### src/rtl/layer_cfg_pkg.sv
// Shared definitions for the layer configuration loader: field widths and
// offsets inside the 128-bit CFG word, the sequencer state encoding, and the
// helpers that build the word and judge whether the requested geometry fits.
package layer_cfg_pkg;

  // Chain geometry
  localparam int CHAIN_LEN  = 128;
  localparam int IDX_WIDTH  = 7;
  localparam int NNEURON    = 16;
  localparam int VTH_WIDTH  = 5;

  // Field widths inside the CFG word
  localparam int HW_WIDTH   = 5;
  localparam int T_WIDTH    = 5;
  localparam int D1_WIDTH   = 5;
  localparam int D2_WIDTH   = 9;
  localparam int NCFG_WIDTH = 96;
  localparam int TPD_WIDTH  = 4;

  // Field LSB positions inside the CFG word (bit 0 leaves first)
  localparam int HW_LSB     = 0;
  localparam int T_LSB      = 5;
  localparam int D1_LSB     = 10;
  localparam int D2_LSB     = 15;
  localparam int NCFG_LSB   = 24;
  localparam int TPD_LSB    = 120;
  localparam int PD_MEM_BIT = 124;
  localparam int PD_CIM_BIT = 125;
  localparam int BP_BIT     = 126;
  localparam int SWP_BIT    = 127;

  // Legal operating envelope
  localparam logic [4:0]  HW_MIN = 5'd4;
  localparam logic [5:0]  T_MAX  = 6'd32;
  localparam logic [11:0] D2_MAX = 12'd511;

  typedef enum logic [2:0] {
    ST_IDLE   = 3'd0,
    ST_LOAD   = 3'd1,
    ST_VERIFY = 3'd2,
    ST_FAIL   = 3'd3,
    ST_FINISH = 3'd4
  } state_t;

  // D2 = (HW-3)*T-1, kept wide enough that any 5-bit HW / 6-bit T product
  // is representable so the range check sees the true value.
  function automatic logic [11:0] calc_d2(input logic [4:0] hw, input logic [5:0] t);
    logic [11:0] span;
    logic [11:0] prod;
    span = {7'd0, hw} - 12'd3;
    prod = span * {6'd0, t};
    return prod - 12'd1;
  endfunction

  // True when the requested geometry can be encoded in the chain.
  function automatic logic range_ok(input logic [4:0] hw, input logic [5:0] t);
    logic [11:0] d2;
    d2 = calc_d2(hw, t);
    return (hw >= HW_MIN) && (t != 6'd0) && (t <= T_MAX) && (d2 <= D2_MAX);
  endfunction

  // Assemble the full CFG word from the parallel fields.
  function automatic logic [CHAIN_LEN-1:0] pack_word(
    input logic [4:0]                     hw,
    input logic [5:0]                     t,
    input logic [NNEURON*VTH_WIDTH-1:0]   vth,
    input logic [NNEURON-1:0]             neur_dis,
    input logic [TPD_WIDTH-1:0]           tpd,
    input logic                           pd_en_mem,
    input logic                           pd_en_cim,
    input logic                           bp,
    input logic                           swp
  );
    logic [CHAIN_LEN-1:0] w;
    logic [11:0]          d2;
    logic [5:0]           t_m1;
    logic [4:0]           hw_m1;
    d2    = calc_d2(hw, t);
    t_m1  = t - 6'd1;
    hw_m1 = hw - 5'd1;
    w     = '0;
    w[HW_LSB +: HW_WIDTH]     = hw_m1;
    w[T_LSB +: T_WIDTH]       = t_m1[T_WIDTH-1:0];
    w[D1_LSB +: D1_WIDTH]     = t_m1[D1_WIDTH-1:0];
    w[D2_LSB +: D2_WIDTH]     = d2[D2_WIDTH-1:0];
    w[NCFG_LSB +: NCFG_WIDTH] = {neur_dis, vth};
    w[TPD_LSB +: TPD_WIDTH]   = tpd;
    w[PD_MEM_BIT]             = pd_en_mem;
    w[PD_CIM_BIT]             = pd_en_cim;
    w[BP_BIT]                 = bp;
    w[SWP_BIT]                = swp;
    return w;
  endfunction

endpackage

### src/rtl/layer_cfg_loader.sv
// Builds the 128-bit layer CFG word at START and shifts it out LSB first on
// CFG_WE/CFG_D. An optional second pass re-shifts the same word while the
// bits returning on CFG_Q are compared, so the chain ends up holding the
// word again and the first corrupted bit position is reported.
//
// Handshake: START is a one-cycle request honoured only while idle (BUSY=0);
// all fields and VERIFY_EN are captured on that cycle. BUSY rises the cycle
// after an accepted START and falls in the cycle DONE pulses. ERR/ERR_IDX are
// valid from the DONE cycle and hold until the next accepted START or RST.
//
// All outputs are registered. The FSM issues bit k in the cycle it sits at
// count k, so the serial interface trails the state by one cycle.
module layer_cfg_loader
  import layer_cfg_pkg::*;
(
  input  logic                          CLK,
  input  logic                          RST,
  input  logic                          START,
  input  logic                          VERIFY_EN,
  input  logic [4:0]                    HW,
  input  logic [5:0]                    T,
  input  logic [NNEURON*VTH_WIDTH-1:0]  VTH,
  input  logic [NNEURON-1:0]            NEUR_DIS,
  input  logic [TPD_WIDTH-1:0]          TPD,
  input  logic                          PD_EN_MEM,
  input  logic                          PD_EN_CIM,
  input  logic                          BP,
  input  logic                          SWP,
  output logic                          CFG_WE,
  output logic                          CFG_D,
  input  logic                          CFG_Q,
  output logic                          BUSY,
  output logic                          DONE,
  output logic                          ERR,
  output logic [IDX_WIDTH-1:0]          ERR_IDX,
  output logic [2:0]                    DBG_STATE
);

  localparam logic [IDX_WIDTH-1:0] LAST_IDX = IDX_WIDTH'(CHAIN_LEN - 1);

  state_t                 state;
  state_t                 state_next;
  logic [IDX_WIDTH-1:0]   cnt;
  logic [IDX_WIDTH-1:0]   cnt_next;
  logic [CHAIN_LEN-1:0]   w_reg;
  logic [CHAIN_LEN-1:0]   word_in;
  logic                   verify_reg;
  logic                   load_w;
  logic                   start_ok;

  // Read-back tracking: chk_en marks a CFG_WE cycle belonging to the verify
  // pass, chk_idx is the bit index being shifted in that cycle.
  logic                   chk_en;
  logic                   chk_en_next;
  logic [IDX_WIDTH-1:0]   chk_idx;
  logic [IDX_WIDTH-1:0]   chk_idx_next;
  logic                   mismatch;

  logic                   we_next;
  logic                   d_next;
  logic                   busy_next;
  logic                   done_next;
  logic                   err_next;
  logic [IDX_WIDTH-1:0]   err_idx_next;

  assign word_in   = pack_word(HW, T, VTH, NEUR_DIS, TPD, PD_EN_MEM, PD_EN_CIM, BP, SWP);
  assign start_ok  = range_ok(HW, T);
  assign DBG_STATE = state;

  // CFG_D currently carries W[chk_idx]; the chain should be returning the
  // same bit, since it was loaded with W exactly 128 shifts earlier.
  assign mismatch  = chk_en && (CFG_Q != CFG_D) && !ERR;

  // Next-state, counter and next-output decode.
  always_comb begin
    state_next   = state;
    cnt_next     = cnt;
    load_w       = 1'b0;
    we_next      = 1'b0;
    d_next       = 1'b0;
    busy_next    = BUSY;
    done_next    = 1'b0;
    err_next     = ERR;
    err_idx_next = ERR_IDX;
    chk_en_next  = 1'b0;
    chk_idx_next = cnt;

    // Only the first mismatch of a pass is recorded.
    if (mismatch) begin
      err_next     = 1'b1;
      err_idx_next = chk_idx;
    end

    unique case (state)
      ST_IDLE: begin
        if (START) begin
          load_w       = 1'b1;
          busy_next    = 1'b1;
          cnt_next     = '0;
          err_idx_next = '0;
          if (start_ok) begin
            err_next   = 1'b0;
            state_next = ST_LOAD;
          end else begin
            err_next   = 1'b1;
            state_next = ST_FAIL;
          end
        end
      end

      ST_LOAD: begin
        we_next  = 1'b1;
        d_next   = w_reg[cnt];
        cnt_next = cnt + 1'b1;
        if (cnt == LAST_IDX) begin
          state_next = verify_reg ? ST_VERIFY : ST_FINISH;
        end
      end

      ST_VERIFY: begin
        we_next      = 1'b1;
        d_next       = w_reg[cnt];
        chk_en_next  = 1'b1;
        chk_idx_next = cnt;
        cnt_next     = cnt + 1'b1;
        if (cnt == LAST_IDX) begin
          state_next = ST_FINISH;
        end
      end

      // A range error never touches the chain; it just reports completion.
      ST_FAIL, ST_FINISH: begin
        done_next  = 1'b1;
        busy_next  = 1'b0;
        state_next = ST_IDLE;
      end

      default: begin
        state_next = ST_IDLE;
      end
    endcase
  end

  // State register and bit counter.
  always_ff @(posedge CLK) begin
    if (RST) begin
      state <= ST_IDLE;
      cnt   <= '0;
    end else begin
      state <= state_next;
      cnt   <= cnt_next;
    end
  end

  // Capture the assembled word and the verify request on an accepted START.
  always_ff @(posedge CLK) begin
    if (RST) begin
      w_reg      <= '0;
      verify_reg <= 1'b0;
    end else if (load_w) begin
      w_reg      <= word_in;
      verify_reg <= VERIFY_EN;
    end
  end

  // Registered serial interface, status outputs and read-back tracking.
  always_ff @(posedge CLK) begin
    if (RST) begin
      CFG_WE  <= 1'b0;
      CFG_D   <= 1'b0;
      BUSY    <= 1'b0;
      DONE    <= 1'b0;
      ERR     <= 1'b0;
      ERR_IDX <= '0;
      chk_en  <= 1'b0;
      chk_idx <= '0;
    end else begin
      CFG_WE  <= we_next;
      CFG_D   <= d_next;
      BUSY    <= busy_next;
      DONE    <= done_next;
      ERR     <= err_next;
      ERR_IDX <= err_idx_next;
      chk_en  <= chk_en_next;
      chk_idx <= chk_idx_next;
    end
  end

endmodule

### config.mk
export PLATFORM = sky130hd
export DESIGN_NAME = layer_cfg_loader
export DESIGN_NICKNAME = d
export VERILOG_FILES = /design/src/rtl/layer_cfg_pkg.sv /design/src/rtl/layer_cfg_loader.sv
export SDC_FILE = /design/constraint.sdc
export NUM_CORES = 1
export LEC_CHECK = 0
export CORE_MARGIN = 3
export CORE_UTILIZATION = 49
export DETAILED_ROUTE_END_ITERATION = 8
export GPL_ROUTABILITY_DRIVEN = 0
export PLACE_DENSITY_LB_ADDON = 0.12
export SYNTH_ARGS = -nofsm -noshare
export SYNTH_HDL_FRONTEND = slang
export SYNTH_SLANG_ARGS = --single-unit
export TNS_END_PERCENT = 30
### constraint.sdc
create_clock -name CLK -period 5.2 [get_ports CLK]
set_input_delay 0.52 -clock CLK [delete_from_list [all_inputs] [get_ports CLK]]
set_output_delay 0.52 -clock CLK [all_outputs]
set_load 0.05 [all_outputs]
Word level (Yosys, flattened, before mapping)
Cells that the tools add are included.

operators by class
  $add $sub $neg = 5
  multiply operators = 1
  order comparisons = 4
  eq/ne operators = 9
  mux-type cells = 24
  bitwise gates (word level) = 1
  reductions and logical operators = 16

operators with widths
  cell                                                                number
  2-to-1 mux 7 bit                                                    4
  one-hot mux 7 bit (2 select lines)                                  1
  less-or-equal comparator 12 x 9 -> 1 bit (second input constant)    1
  multiplier 6 x 7 -> 12 bit                                          1
  2-to-1 mux 3 bit                                                    4
  subtractor 12 x 1 -> 12 bit (second input constant)                 1
  2-to-1 mux 1 bit                                                    11
  subtractor 5 x 1 -> 5 bit (second input constant)                   2
  one-hot mux 3 bit (3 select lines)                                  1
  < comparator 7 x 8 -> 1 bit (second input constant)                 1
  adder 7 x 1 -> 7 bit (second input constant)                        1
  binary-select mux 1 bit (select 7 bit)                              1
  == test 7 bit (second input constant)                               1
  == test 3 x 2 -> 1 bit (second input constant)                      2
  less-or-equal comparator 6 bit (second input constant)              1
  != test 2 bit (second input constant)                               3
  nonzero test 6 bit                                                  1
  OR reduction 2 bit                                                  3
  subtractor 5 x 2 -> 6 bit (second input constant)                   1
  greater-or-equal comparator 5 x 3 -> 1 bit (second input constant)  1
  logical AND 1 bit                                                   5
  AND reduction 2 bit                                                 2
  nonzero test 2 bit                                                  2
  == test 3 x 1 -> 1 bit (second input constant)                      1
  8 further kinds                                                     8

word-level totals
  register bits after elaboration = 159
  output and inout port bits = 15

Longest topological paths before layout
  depth after elaboration = 8
  mapped depth = 20
  depth with buffers taken out = 19

Worst setup path after synthesis
OpenSTA, ideal clock, no wires.

  path type = input port to flip-flop
  start = input port HW[0]
  end = register state[1] (netlist: DBG_STATE[1])
  arrival time = 5094 ps
  path slack = -25 ps
  stages = 20
  path through = buf_2 -> inv_1 -> ha_1 -> and2_1 -> fa_1 -> inv_1 -> fa_1 -> inv_1 -> fa_1 -> inv_1 -> fa_1 -> inv_1 -> ha_1 -> o21ai_0 -> a21oi_1 -> or2_2 -> a21oi_1 -> nor3_1 -> nor4_1 -> o21ai_0

between the ends
  cells in the longest elaborated chain, start to end = 8
  elaborated cells between the ends (all ways) = 11

RTL lines
  what                                      RTL line                 source
  start: declaration                        layer_cfg_loader.sv:20   input logic [4:0] HW,
  subtractor 5 x 2 -> 6 bit                 layer_cfg_pkg.sv:50      span = {7'd0, hw} - 12'd3;
  multiplier 6 x 7 -> 12 bit                layer_cfg_pkg.sv:51      prod = span * {6'd0, t};
  subtractor 12 x 1 -> 12 bit               layer_cfg_pkg.sv:52      return prod - 12'd1;
  less-or-equal comparator 12 x 9 -> 1 bit  layer_cfg_pkg.sv:59      return (hw >= HW_MIN) && (t != 6'd0) && (t <= T_MAX) && (d2 <= D2_MAX);
  logical AND 1 bit *                       layer_cfg_pkg.sv:59
  2-to-1 mux 2 bit *                        layer_cfg_loader.sv:101  if (start_ok) begin
  2-to-1 mux 3 bit *                        layer_cfg_loader.sv:96   if (START) begin
  one-hot mux 3 bit (3 select lines) *      layer_cfg_loader.sv:94   unique case (state)
  end signal: assignment                    layer_cfg_loader.sv:150  state <= state_next;
  end: declaration                          layer_cfg_loader.sv:41   state_t state;

Every way passes the cells marked *; elsewhere a longest branch is shown, timed or not. The select of a mux whose other input is x is not followed.
A chain may end at the register's enable or synchronous reset.

Worst setup path after layout
  start = input port HW[3]
  end = register ERR

between the ends
  cells in the longest elaborated chain, start to end = 8
  elaborated cells between the ends (all ways) = 11

RTL lines
  what                                      RTL line                 source
  subtractor 5 x 2 -> 6 bit                 layer_cfg_pkg.sv:50
  multiplier 6 x 7 -> 12 bit                layer_cfg_pkg.sv:51
  subtractor 12 x 1 -> 12 bit               layer_cfg_pkg.sv:52
  less-or-equal comparator 12 x 9 -> 1 bit  layer_cfg_pkg.sv:59
  logical AND 1 bit *                       layer_cfg_pkg.sv:59
  2-to-1 mux 1 bit *                        layer_cfg_loader.sv:101
  2-to-1 mux 1 bit *                        layer_cfg_loader.sv:96
  2-to-1 mux 1 bit *                        layer_cfg_loader.sv:94
  end signal: assignment                    layer_cfg_loader.sv:182  ERR <= err_next;
  end: declaration                          layer_cfg_loader.sv:34   output logic ERR,

Every way passes the cells marked *; elsewhere a longest branch is shown, timed or not.

==> flow_summary_export.csv <==
group,metric,value,unit
timing,finalClockSkew,0.00620,ns
power,ir_worst_vdd,0.263,mV
setup_path,cp_cell_sequence,"clkdlybuf4s50_1 -> xnor2_1 -> nor2b_1 -> fa_1 -> inv_1 -> fa_1 -> inv_1 -> fa_1 -> inv_1 -> fa_1 -> inv_1 -> ha_1 -> o21ai_1 -> a21oi_1 -> or2_2 -> o41ai_1 -> nor4_2 -> a211oi_1",
floorplanning,chipWidth,135,um
logic_synthesis,avgSynthCellArea,8.35,um2
cts,ctsRootBufferMaster,"clkbuf_16",
hold_path,hold_path_class,"reg -> reg",
logic_synthesis,synth_commonest_cells,"nand2_1 (258), dfxtp_1 (154), a21oi_1 (138)",
floorplanning,start_util,50.6,%
power,leakage,4.08,nW
cts,cts_hold_buf,0,
floorplanning,die_area,18200,um2
setup_path,crit_arrival,5.14,ns
job,cap_violations,0,
logic_synthesis,synth_area_leaders,"dfxtp_1 (38%), nand2_1 (12%), a21oi_1 (8.5%), ha_1 (5.7%), mux2i_1 (5.0%)",
routing,routed_wl,20100,um
cts,clk_path_buf_depth,2,
timing,holdWs,0.451,ns
final_layout,num-nets-final,1276,
cts,cts_buffers,17,
final_layout,finish.utilization,64.4,%
timing,finalSetupTns,0,ns
logic_synthesis,syn-num-nets,1151,
grt,grt_pass1_vias,6700,
logic_synthesis,yosys.area.top_type,"dfxtp_1",
routing,num_vias,6987,
routing,first_pass_iters,4,
final_layout,drive_above_1_share,8.72,%
routing,final_antenna_net_count,0,
power,p_per_area,441,nW/um2
setup_path,max_stage_delay,0.54,ns
logic_synthesis,synth-warning-count,0,
timing,fmax,208,MHz
setup_path,path_max_fanout,3,
power,switchingPower,1.69,mW
placement,place_area,9760,um2
setup_path,cp.depth,18,
setup_path,crit_required,5.53,ns
logic_synthesis,post-synth-top-count-cell,"nand2_1",
floorplanning,ios,135,
placement,dpl_worst_slack,-0.472,ns
hold_path,hold_depth,2,
final_layout,area_growth,27.2,%
placement,dpl.hpwl,13800,um
routing,routedWlPerCell,15.2,um
setup_path,critPathLaunchType,"input pin",
cts,clock_sinks,154,
power,seq_power_share,34.5,%
grt,overflow,0,
timing,tightest_slew,1.15,ns
setup_path,critPathKind,"in -> reg",
power,intPower,2.87,mW
grt,met3_usage,4.51,%
power,swShare,37.0,%
logic_synthesis,synth_edf_count,0,
logic_synthesis,synth_xor_area_share,2.48,%
setup_path,path_buf_inv,5,
setup_path,crit_family,"adder cells",
grt,grt_max_degree,139,
timing,hold_viol,0,
timing,worst_slack,0.395,ns
timing,period_minus_slack,4.80,ns
logic_synthesis,synth_mux_area_share,9.71,%
setup_path,reg2regPathDepth,7,
cts,path_clk_slew,0.06,ns
placement,portBuffers,134,
grt,grtUsageMet2,36.7,%
routing,drc_errors,0,
grt,grt-busiest-layer,"met2",
logic_synthesis,synthAdderAreaFrac,10.6,%
cts,cts_tree,"yes",
routing,initialDrtViolationCount,488,
floorplanning,dieHeight,135,um
final_layout,largest_reg_flops,123,
final_layout,antenna_cells,0,
timing,relSlewSlack,23.4,%
timing,slew_violations,0,
logic_synthesis,synthSimpleGateAreaFrac,19.3,%
logic_synthesis,synth_top_area_share,37.9,%
setup_path,slowest_stage,"fa_1",
timing,timing.final.crit_share,92.4,%
logic_synthesis,ys_types,50,
routing,routed_via_density,5.26,
floorplanning,rows,46,
power,clockPowerShare,25.4,%
grt,grt.met1_usage,30.5,%
grt,antenna_found_initial,0,
logic_synthesis,async_flop_share,0,%
logic_synthesis,synth_flop_cell,"dfxtp_1",
timing,rsz0062_at_grt,"no",
logic_synthesis,syn_inst,974,
logic_synthesis,synth_compound_gate_area_share,14.3,%
grt,track_usage,22.6,%
final_layout,final_cell_area,10300,um2
logic_synthesis,syn_area,8130,um2
logic_synthesis,yosysSeqAreaShare,37.9,%
cts,htree_levels,4,
logic_synthesis,synth_top_family_by_area,"simple AND/OR/NAND/NOR gates",
floorplanning,core-area,16100,um2
run_status,status,"complete, no violations",
power,pwr-share-comb,40.1,%
grt,grt_pass1_wl,33100,um
timing,setup_viol,0,
setup_path,crit_path_end_kind,"flip-flop",
cts,worstSkewPairLatency,0.42,ns
logic_synthesis,synth-seq-cells,154,
[per-layer routing]
| layer | vias up | share of wire, % |
|---|---|---|
| li1 | 3517 | - |
| met4 | 0 | 1.6 |
| met1 | 3251 | 45 |
| met5 | - | 0 |
| met3 | 28 | 5.5 |
| met2 | 191 | 48 |
[power by group through the flow]
stage          logic (mW)  registers, mW  clock network [mW]
3_5_place_dp         1.82           1.60                   0
2_1_floorplan        1.33           1.54                   0
3_3_place_gp         1.79           1.60                   0
6_report             1.83           1.58                1.16
5_1_grt              2.06           1.61                1.23
4_1_cts              1.83           1.58                1.18
[layout by cell type (no fill, tap or decap), types with 5 or more instances in the layout]
cell | netlist | layout
nand2_1 | 258 | 258
dfxtp_1 | 154 | 153
a21oi_1 | 138 | 138
clkdlybuf4s50_1 | 0 | 130
inv_1 | 43 | 43
mux2i_1 | 41 | 41
buf_4 | 4 | 41
nor2_1 | 38 | 38
ha_1 | 37 | 37
fa_1 | 20 | 20
a211oi_1 | 19 | 19
nor2b_1 | 17 | 17
clkbuf_16 | 0 | 17
xnor2_1 | 14 | 14
and2_1 | 12 | 12
o21ai_0 | 13 | 12
mux4_2 | 10 | 10
nand2b_1 | 9 | 9
nor3_1 | 9 | 9
xor2_1 | 9 | 9
a22oi_1 | 8 | 8
nand3_1 | 7 | 7
mux4_1 | 5 | 5
[final timing paths]
kind / slack [ns] / endpoint / start
worst max-delay path: 0.40 / ERR / HW[3]
worst min register to register: 0.45 / w_reg[22] / w_reg[22]
worst min-delay path: 0.45 / w_reg[22] / w_reg[22]
worst max register to register: 2.60 / CFG_D / chk_idx_next[1]
[stage by stage]
step                      power, mW  std cells
after floorplan                2.87        974
after global placement         3.39       1295
after detailed placement       3.42       1295
after CTS                      4.58       1327
after global routing           4.89       1328
final                          4.56       1328
[layout make-up]
class / count / area (um2)
fill: 1389 / 5710
multi-input combinational: 708 / 4610
sequential: 154 / 3090
timing repair buffer: 175 / 1670
clock buffer: 18 / 439
tap: 216 / 270
inverter: 43 / 161
clock inverter: 14 / 113
[repair_timing]
item,CTS,global route
setup buffers,0,1
endpoints found under the setup margin,2,3
hold endpoints to repair,0,0
gates resized for setup,1,5
pin swaps,0,1
[worst reg2reg max path, stage by stage, from the launching register on]
cell and delay, ns:
dfxtp_1 0.75, nor2b_1 0.74, a22oi_1 0.20, nand2_1 0.12, o21ai_0 0.08, a211oi_1 0.30
a311o_1 0.24, a21boi_2 0.07
[cells by family after synthesis]
logic type	after synthesis
AO/OA/AOI/OAI	200
multiplexers	58
XOR/XNOR	23
adder cells (fa/ha/maj)	57
buffers and inverters	112
flip-flops	154
AND/OR/NAND/NOR	370
(Power assumes the default switching activity.)
